==> src/rtl/vga_pattern_gen_pkg.sv <==
// vga_pattern_gen_pkg
// Shared definitions for the VGA pattern generator: pattern mode encoding,
// frame counter width and a small bar-index helper.
package vga_pattern_gen_pkg;

  localparam int FRAME_CNT_W = 8;

  typedef enum logic [1:0] {
    MODE_SOLID    = 2'd0,
    MODE_BARS     = 2'd1,
    MODE_CHECKER  = 2'd2,
    MODE_GRADIENT = 2'd3
  } mode_e;

  // Bar index advances to the next bar but sticks on the last one (white).
  function automatic logic [2:0] bar_next(input logic [2:0] idx);
    return (idx == 3'd7) ? idx : idx + 3'd1;
  endfunction

endpackage

==> src/rtl/vga_pattern_gen_if.sv <==
// vga_pattern_gen_if
// Bundles the tracker-side inputs and the DAC-side outputs of the pattern
// generator.
//   i_h_sync, i_v_sync, i_visible : tracker strobes
//   i_x, i_y                      : visible-area coordinates
//   i_mode                        : requested pattern (latched per frame)
//   i_color                       : solid colour {r,g,b}
//   o_r, o_g, o_b                 : registered pixel colour
//   o_h_sync, o_v_sync, o_visible : strobes aligned with the colour
// master drives the tracker side, slave is the generator.
interface vga_pattern_gen_if #(
  parameter int CNT_WIDTH   = 10,
  parameter int COLOR_WIDTH = 4
);
  logic                     i_h_sync;
  logic                     i_v_sync;
  logic                     i_visible;
  logic [CNT_WIDTH-1:0]     i_x;
  logic [CNT_WIDTH-1:0]     i_y;
  logic [1:0]               i_mode;
  logic [3*COLOR_WIDTH-1:0] i_color;
  logic [COLOR_WIDTH-1:0]   o_r;
  logic [COLOR_WIDTH-1:0]   o_g;
  logic [COLOR_WIDTH-1:0]   o_b;
  logic                     o_h_sync;
  logic                     o_v_sync;
  logic                     o_visible;

  modport master (
    output i_h_sync, i_v_sync, i_visible, i_x, i_y, i_mode, i_color,
    input  o_r, o_g, o_b, o_h_sync, o_v_sync, o_visible
  );

  modport slave (
    input  i_h_sync, i_v_sync, i_visible, i_x, i_y, i_mode, i_color,
    output o_r, o_g, o_b, o_h_sync, o_v_sync, o_visible
  );
endinterface

==> src/rtl/vga_delay_line.sv <==
// vga_delay_line
// Fixed-depth register delay with synchronous active-low reset; every tap
// is flushed to RST_VAL on reset.
//   clk   : clock
//   rst_n : synchronous active-low reset
//   d     : input word
//   q     : d delayed by DEPTH cycles
module vga_delay_line #(
  parameter int               WIDTH   = 1,
  parameter int               DEPTH   = 2,
  parameter logic [WIDTH-1:0] RST_VAL = '0
) (
  input  logic             clk,
  input  logic             rst_n,
  input  logic [WIDTH-1:0] d,
  output logic [WIDTH-1:0] q
);

  logic [DEPTH-1:0][WIDTH-1:0] pipe;

  always_ff @(posedge clk) begin
    if (!rst_n) begin
      pipe <= {DEPTH{RST_VAL}};
    end else begin
      pipe[0] <= d;
      for (int i = 1; i < DEPTH; i++) pipe[i] <= pipe[i-1];
    end
  end

  assign q = pipe[DEPTH-1];

endmodule

==> src/rtl/vga_pattern_gen.sv <==
// vga_pattern_gen
// Test-pattern source behind the VGA area tracker. Produces registered RGB
// with syncs/visible delayed to match (2-cycle latency on every output).
// Patterns: solid, colour bars, checkerboard, animated gradient; the pattern
// is latched at each frame start (v_sync going active).
//   i_clk   : pixel clock
//   i_rst_n : synchronous active-low reset
//   bus     : tracker inputs / DAC outputs (vga_pattern_gen_if.slave)
import vga_pattern_gen_pkg::*;

module vga_pattern_gen #(
  parameter int   CNT_WIDTH   = 10,
  parameter int   COLOR_WIDTH = 4,
  parameter int   BAR_WIDTH   = 80,
  parameter int   CHECK_LOG2  = 4,
  parameter logic SYNC_ACTIVE = 1'b0
) (
  input logic         i_clk,
  input logic         i_rst_n,
  vga_pattern_gen_if.slave bus
);

  localparam int CW    = COLOR_WIDTH;
  localparam int PIX_W = (BAR_WIDTH > 1) ? $clog2(BAR_WIDTH) : 1;
  localparam logic [2:0] CTL_RST = {~SYNC_ACTIVE, ~SYNC_ACTIVE, 1'b0};

  // Syncs and visible only need delaying.
  logic [2:0] ctl_q;

  vga_delay_line #(.WIDTH(3), .DEPTH(2), .RST_VAL(CTL_RST)) u_ctl_dly (
    .clk   (i_clk),
    .rst_n (i_rst_n),
    .d     ({bus.i_h_sync, bus.i_v_sync, bus.i_visible}),
    .q     (ctl_q)
  );

  assign bus.o_h_sync  = ctl_q[2];
  assign bus.o_v_sync  = ctl_q[1];
  assign bus.o_visible = ctl_q[0];

  // Frame start detection. 'armed' blocks the first cycle after reset so a
  // sync that is already active at release is not seen as an edge.
  logic                   vs_q;
  logic                   armed;
  logic                   frame_start;
  mode_e                  mode;
  logic [FRAME_CNT_W-1:0] frame_cnt;

  assign frame_start = armed && (bus.i_v_sync == SYNC_ACTIVE) && (vs_q != SYNC_ACTIVE);

  always_ff @(posedge i_clk) begin
    if (!i_rst_n) begin
      vs_q      <= ~SYNC_ACTIVE;
      armed     <= 1'b0;
      mode      <= MODE_SOLID;
      frame_cnt <= '0;
    end else begin
      vs_q  <= bus.i_v_sync;
      armed <= 1'b1;
      if (frame_start) begin
        mode      <= mode_e'(bus.i_mode);
        frame_cnt <= frame_cnt + 1'b1;
      end
    end
  end

  // Bar counters track the position of the pixel arriving next; the
  // current value is captured into stage 0 alongside the coordinates.
  logic [PIX_W-1:0] pix_cnt;
  logic [2:0]       bar_idx;

  always_ff @(posedge i_clk) begin
    if (!i_rst_n || !bus.i_visible) begin
      pix_cnt <= '0;
      bar_idx <= '0;
    end else if (pix_cnt == PIX_W'(BAR_WIDTH - 1)) begin
      pix_cnt <= '0;
      bar_idx <= bar_next(bar_idx);
    end else begin
      pix_cnt <= pix_cnt + 1'b1;
    end
  end

  // Stage 0: registered pixel inputs.
  logic                 vis_s0;
  logic [CNT_WIDTH-1:0] x_s0;
  logic [CNT_WIDTH-1:0] y_s0;
  logic [2:0]           bar_s0;
  logic [3*CW-1:0]      color_s0;

  always_ff @(posedge i_clk) begin
    if (!i_rst_n) begin
      vis_s0   <= 1'b0;
      x_s0     <= '0;
      y_s0     <= '0;
      bar_s0   <= '0;
      color_s0 <= '0;
    end else begin
      vis_s0   <= bus.i_visible;
      x_s0     <= bus.i_x;
      y_s0     <= bus.i_y;
      bar_s0   <= bar_idx;
      color_s0 <= bus.i_color;
    end
  end

  // Stage 1: colour selection and blanking.
  logic [CNT_WIDTH+FRAME_CNT_W-1:0] grad_sum;
  logic [3*CW-1:0]                  rgb_next;
  logic [3*CW-1:0]                  rgb_s1;
  logic                             unused_bits;

  assign grad_sum    = {{FRAME_CNT_W{1'b0}}, x_s0} + {{CNT_WIDTH{1'b0}}, frame_cnt};
  assign unused_bits = ^{grad_sum[CNT_WIDTH+FRAME_CNT_W-1:CW], y_s0};

  always_comb begin
    rgb_next = '0;
    case (mode)
      MODE_SOLID:    rgb_next = color_s0;
      MODE_BARS:     rgb_next = {{CW{bar_s0[2]}}, {CW{bar_s0[1]}}, {CW{bar_s0[0]}}};
      MODE_CHECKER:  rgb_next = {(3*CW){x_s0[CHECK_LOG2] ^ y_s0[CHECK_LOG2]}};
      MODE_GRADIENT: rgb_next = {grad_sum[CW-1:0], y_s0[CW-1:0],
                                 frame_cnt[FRAME_CNT_W-1 -: CW]};
      default:       rgb_next = '0;
    endcase
    if (!vis_s0) rgb_next = '0;
  end

  always_ff @(posedge i_clk) begin
    if (!i_rst_n) rgb_s1 <= '0;
    else          rgb_s1 <= rgb_next;
  end

  assign bus.o_r = rgb_s1[3*CW-1:2*CW];
  assign bus.o_g = rgb_s1[2*CW-1:CW];
  assign bus.o_b = rgb_s1[CW-1:0];

endmodule

==> src/flat_wrapper.sv <==
// flat-port wrapper written by rule: the top's interface ports become plain ports
module vga_pattern_gen_flat 
#(
  parameter int   CNT_WIDTH   = 10,
  parameter int   COLOR_WIDTH = 4,
  parameter int   BAR_WIDTH   = 80,
  parameter int   CHECK_LOG2  = 4,
  parameter logic SYNC_ACTIVE = 1'b0
)
  (i_clk, i_rst_n, bus_i_h_sync, bus_i_v_sync, bus_i_visible, bus_i_x, bus_i_y, bus_i_mode, bus_i_color, bus_o_r, bus_o_g, bus_o_b, bus_o_h_sync, bus_o_v_sync, bus_o_visible);
  vga_pattern_gen_if #(.CNT_WIDTH(CNT_WIDTH), .COLOR_WIDTH(COLOR_WIDTH)) bus_i ();
  input logic i_clk;
  input logic i_rst_n;
  input wire logic [$bits(bus_i.i_h_sync)-1:0] bus_i_h_sync;
  input wire logic [$bits(bus_i.i_v_sync)-1:0] bus_i_v_sync;
  input wire logic [$bits(bus_i.i_visible)-1:0] bus_i_visible;
  input wire logic [$bits(bus_i.i_x)-1:0] bus_i_x;
  input wire logic [$bits(bus_i.i_y)-1:0] bus_i_y;
  input wire logic [$bits(bus_i.i_mode)-1:0] bus_i_mode;
  input wire logic [$bits(bus_i.i_color)-1:0] bus_i_color;
  output wire logic [$bits(bus_i.o_r)-1:0] bus_o_r;
  output wire logic [$bits(bus_i.o_g)-1:0] bus_o_g;
  output wire logic [$bits(bus_i.o_b)-1:0] bus_o_b;
  output wire logic [$bits(bus_i.o_h_sync)-1:0] bus_o_h_sync;
  output wire logic [$bits(bus_i.o_v_sync)-1:0] bus_o_v_sync;
  output wire logic [$bits(bus_i.o_visible)-1:0] bus_o_visible;
  assign bus_i.i_h_sync = bus_i_h_sync;
  assign bus_i.i_v_sync = bus_i_v_sync;
  assign bus_i.i_visible = bus_i_visible;
  assign bus_i.i_x = bus_i_x;
  assign bus_i.i_y = bus_i_y;
  assign bus_i.i_mode = bus_i_mode;
  assign bus_i.i_color = bus_i_color;
  assign bus_o_r = bus_i.o_r;
  assign bus_o_g = bus_i.o_g;
  assign bus_o_b = bus_i.o_b;
  assign bus_o_h_sync = bus_i.o_h_sync;
  assign bus_o_v_sync = bus_i.o_v_sync;
  assign bus_o_visible = bus_i.o_visible;
  vga_pattern_gen #(.CNT_WIDTH(CNT_WIDTH), .COLOR_WIDTH(COLOR_WIDTH), .BAR_WIDTH(BAR_WIDTH), .CHECK_LOG2(CHECK_LOG2), .SYNC_ACTIVE(SYNC_ACTIVE)) u_core (.i_clk(i_clk), .i_rst_n(i_rst_n), .bus(bus_i));
endmodule
==> config.mk <==
export PLATFORM = sky130hd
export DESIGN_NAME = vga_pattern_gen_flat
export DESIGN_NICKNAME = d
export VERILOG_FILES = /design/src/rtl/vga_pattern_gen_pkg.sv /design/src/rtl/vga_pattern_gen_if.sv /design/src/rtl/vga_delay_line.sv /design/src/rtl/vga_pattern_gen.sv /design/src/flat_wrapper.sv
export SDC_FILE = /design/constraint.sdc
export NUM_CORES = 1
export LEC_CHECK = 0
export BUFFER_PORTS_ARGS = -buffer_cell sky130_fd_sc_hd__buf_4
export CAP_MARGIN = 25
export CORE_MARGIN = 4
export CORE_UTILIZATION = 45
export CTS_CLUSTER_SIZE = 10
export DETAILED_ROUTE_END_ITERATION = 6
export GPL_ROUTABILITY_DRIVEN = 0
export PLACE_DENSITY_LB_ADDON = 0.3
export SLEW_MARGIN = 30
export SYNTH_ARGS = -nofsm -noshare
export SYNTH_HDL_FRONTEND = slang
export SYNTH_SLANG_ARGS = --single-unit
==> constraint.sdc <==
create_clock -name i_clk -period 1.6 [get_ports i_clk]
set_input_delay 0.08 -clock i_clk [delete_from_list [all_inputs] [get_ports i_clk]]
set_output_delay 0.08 -clock i_clk [all_outputs]
set_load 0.05 [all_outputs]
==> results.yml <==
finish:
  fin_util_pct: 65.30
  multi_input_area_um2: 987.2
  area_growth_pct: 37.23
  drive_gt1_share_pct: 22.37
  layout_commonest_cell: "dfxtp_1"
  n_antenna_cell: 0
  fill_cells: 393
  mostFrequentLayoutCells: "dfxtp_1 (64), buf_4 (46), and2_1 (32)"
  stdcell_count: 362
  nNetsFinal: 337
  seq_area_um2: 1281
synthesis:
  synth_area_um2: 2292
  synth-edff-count: 0
  ys_warn_count: 0
  yosys.area.top_type: "dfxtp_1"
  synth_nets: 261
  synth_cell_types: 32
  synthTopCellsByArea: "dfxtp_1 (56%), and2_1 (8.7%), ha_1 (3.8%)"
  ys_async_sr_fraction_pct: 0
  ys_seq_area_share_pct: 55.90
  ys.flop_type: "dfxtp_1"
  synth_top_area_share_pct: 55.90
  yosys_register_bits: 64
  avgSynthCellArea_um2: 10.71
  netlist_instances: 214
clock_network:
  clock_latency_ps: 340
  cts_root_buffer: "clkbuf_8"
  clock_sink_count: 64
  numCtsBuffers: 9
  cts_setup_buffers: 0
  cts_max_level: 3
  clk_path_buf_depth: 2
  clk_pin_slew_ps: 70
  cts_tree: "built"
floorplan:
  fp.dieW_um: 79.37
  fp.dieArea_um2: 6300
  die_h_um: 79.37
  core_um2: 4817
  rows: 25
  start_util_pct: 47.58
  ioPinCount: 54
worst_setup_path:
  crit_type: "reg -> reg"
  cp_max_fo: 4
  endpoint: "u_core.rgb_s1[10]$_SDFF_PN0_"
  r2r-start: "u_core.frame_cnt[0]$_SDFFE_PN0P_"
  reg2regPathDepth: 5
  r2r_end: "u_core.rgb_s1[10]$_SDFF_PN0_"
  crit_path_start: "u_core.frame_cnt[0]$_SDFFE_PN0P_"
  cp.required_ps: 1870
  cp-start-kind: "flip-flop"
  cp-end-kind: "flip-flop"
  cp.arrival_ps: 1760
  rrSetupSlack_ps: 110
job:
  drv_cap: 0
drt:
  wire_per_inst_um: 12.16
  drtPass1Iterations: 5
  met1Wirelength_um: 1847
  dr_total_vias: 1702
  wl_met3_um: 213
  drc: 0
  finalWirelength_um: 4401
  vias_per_cell: 4.702
  drt_iter0_drc: 98
  drtAntennaViolNets: 0
  dr.max_layer_used: "met4"
  wl_met2_um: 2247
global_route:
  grt_first_pass_wirelength_um: 7741
  antenna_found_initial: 0
  grt_max_degree: 25
  gr-usage-all-layers_pct: 16.43
  grt_pass1_vias: 1672
  overflow: 0
placed_design:
  hpwl_um: 2829
  numPortBuffers: 43
  dp_cells: 320
  place_ws_ps: 96.98
power:
  power_leakage_nw: 1.350
  peakVddDrop_v: 0.0006988
  p_per_area_nw_per_um2: 994.6
sta:
  tightest_slew_ps: 712.1
  fin_ws_ps: 108.1
  final-setup-viol-count: 0
  tns_ps: 0
  fmax_mhz: 670.3
  slew_viol_final: 0
  min_period_over_period_pct: 93.24
  rsz0062_at_grt: "false"
  finClkSkew_ps: 6.730
  slew_headroom_pct: 52.35
  final.min_clock_period_ps: 1492
  hold_viol_final: 0
status:
  status: "finished clean"
worst_hold_path:
  hp-class: "in -> reg"
## repair_timing
action / CTS / global route
hold buffers: 26 / 0
endpoints found under the setup margin: 0 / 1
endpoints found under the hold margin: 26 / 0
resized for setup: 0 / 3
## how the worst min path moves through the flow
| stage | start | to | slack [ps] | cells past startpoint |
|---|---|---|---|---|
| 3_3_place_gp | bus_i_h_sync | u_core.u_ctl_dly.pipe[2]$_SDFF_PN1_ | 260 | 2 |
| 2_1_floorplan | i_rst_n | u_core.armed$_DFF_P_ | 110 | 0 |
| 6_report | i_rst_n | u_core.y_s0[4]$_SDFF_PN0_ | 90 | 2 |
| 5_1_grt | i_rst_n | u_core.mode[0]$_SDFFE_PN0P_ | 80 | 2 |
| 4_1_cts | bus_i_visible | u_core.u_ctl_dly.pipe[0]$_SDFF_PN0_ | 80 | 3 |
| 3_5_place_dp | bus_i_h_sync | u_core.u_ctl_dly.pipe[2]$_SDFF_PN1_ | 280 | 2 |
## metrics by stage
stage          hold slack [ps]  area [um^2]  power, mW
4_1_cts                  76.74         3126      3.163
3_5_place_dp             283.9         2693      1.926
6_report                 91.60         3146      3.129
2_1_floorplan            107.7         2292      1.829
3_3_place_gp             262.4         2693      1.922
5_1_grt                  81.25         3146      3.295
## Yosys cell counts, types with 5 or more instances
| cell | number |
|---|---|
| nor2_1 | 10 |
| mux2i_1 | 5 |
| nand2b_1 | 7 |
| a21oi_1 | 17 |
| nand2_1 | 5 |
| xnor2_1 | 9 |
| and2_1 | 32 |
| xor2_1 | 6 |
| clkbuf_1 | 5 |
| a22oi_1 | 10 |
| nor2b_1 | 5 |
| dfxtp_1 | 64 |
| ha_1 | 7 |
## metal layers
| layer | GRT usage (%) | vias up |
|---|---|---|
| met5 | 0 | - |
| met4 | 8.247 | 0 |
| met3 | 6.885 | 11 |
| met2 | 25.93 | 36 |
| met1 | 19.10 | 782 |
| li1 | - | 873 |
## state kept, by name, indices dropped and copies added (netlist names)
name	count
u_core.frame_cnt	8
u_core.pix_cnt	7
u_core.u_ctl_dly.pipe	3
u_core.x_s0	5
u_core.armed	1
u_core.mode	2
u_core.bar_idx	3
u_core.u_ctl_dly.q	3
u_core.rgb_s1	12
u_core.y_s0	5
u_core.bar_s0	3
u_core.color_s0	12
## critical path, stage by stage (launching register included)
cell,delay [ps]
dfxtp_1,350
ha_1,230
fa_1,430
xor2_1,190
a21oi_1,90
a21oi_1,140
## layout make-up
| cell class | count | share of cell area, % |
|---|---|---|
| Sequential cell | 64 | 40.73 |
| Multi-Input combinational cell | 139 | 31.38 |
| Timing Repair Buffer | 72 | 19.25 |
| Clock inverter | 6 | 1.114 |
| Tap cell | 67 | 2.665 |
| Inverter | 4 | 0.4773 |
| Clock buffer | 10 | 4.375 |
## logic make-up (layout without fill, tap and decap cells)
group / after synthesis / in the layout / share of synthesized area [%]
AND/OR/NAND/NOR: 74 / 74 / 19.76
flip-flops: 64 / 64 / 55.90
AO/OA/AOI/OAI: 37 / 37 / 9.826
XOR/XNOR: 15 / 15 / 5.732
buffers and inverters: 11 / 92 / 1.910
adder cells (fa/ha/maj): 8 / 8 / 4.694
multiplexers: 5 / 5 / 2.183
## report_power, final
group | switching, mW | internal (mW) | total (mW) | leakage (nW)
clock network | 0.595 | 0.591 | 1.19 | 0.0878
logic | 0.119 | 0.153 | 0.271 | 0.737
registers | 0.0259 | 1.65 | 1.67 | 0.525
Note: power is estimated with default switching activity, not from simulation.
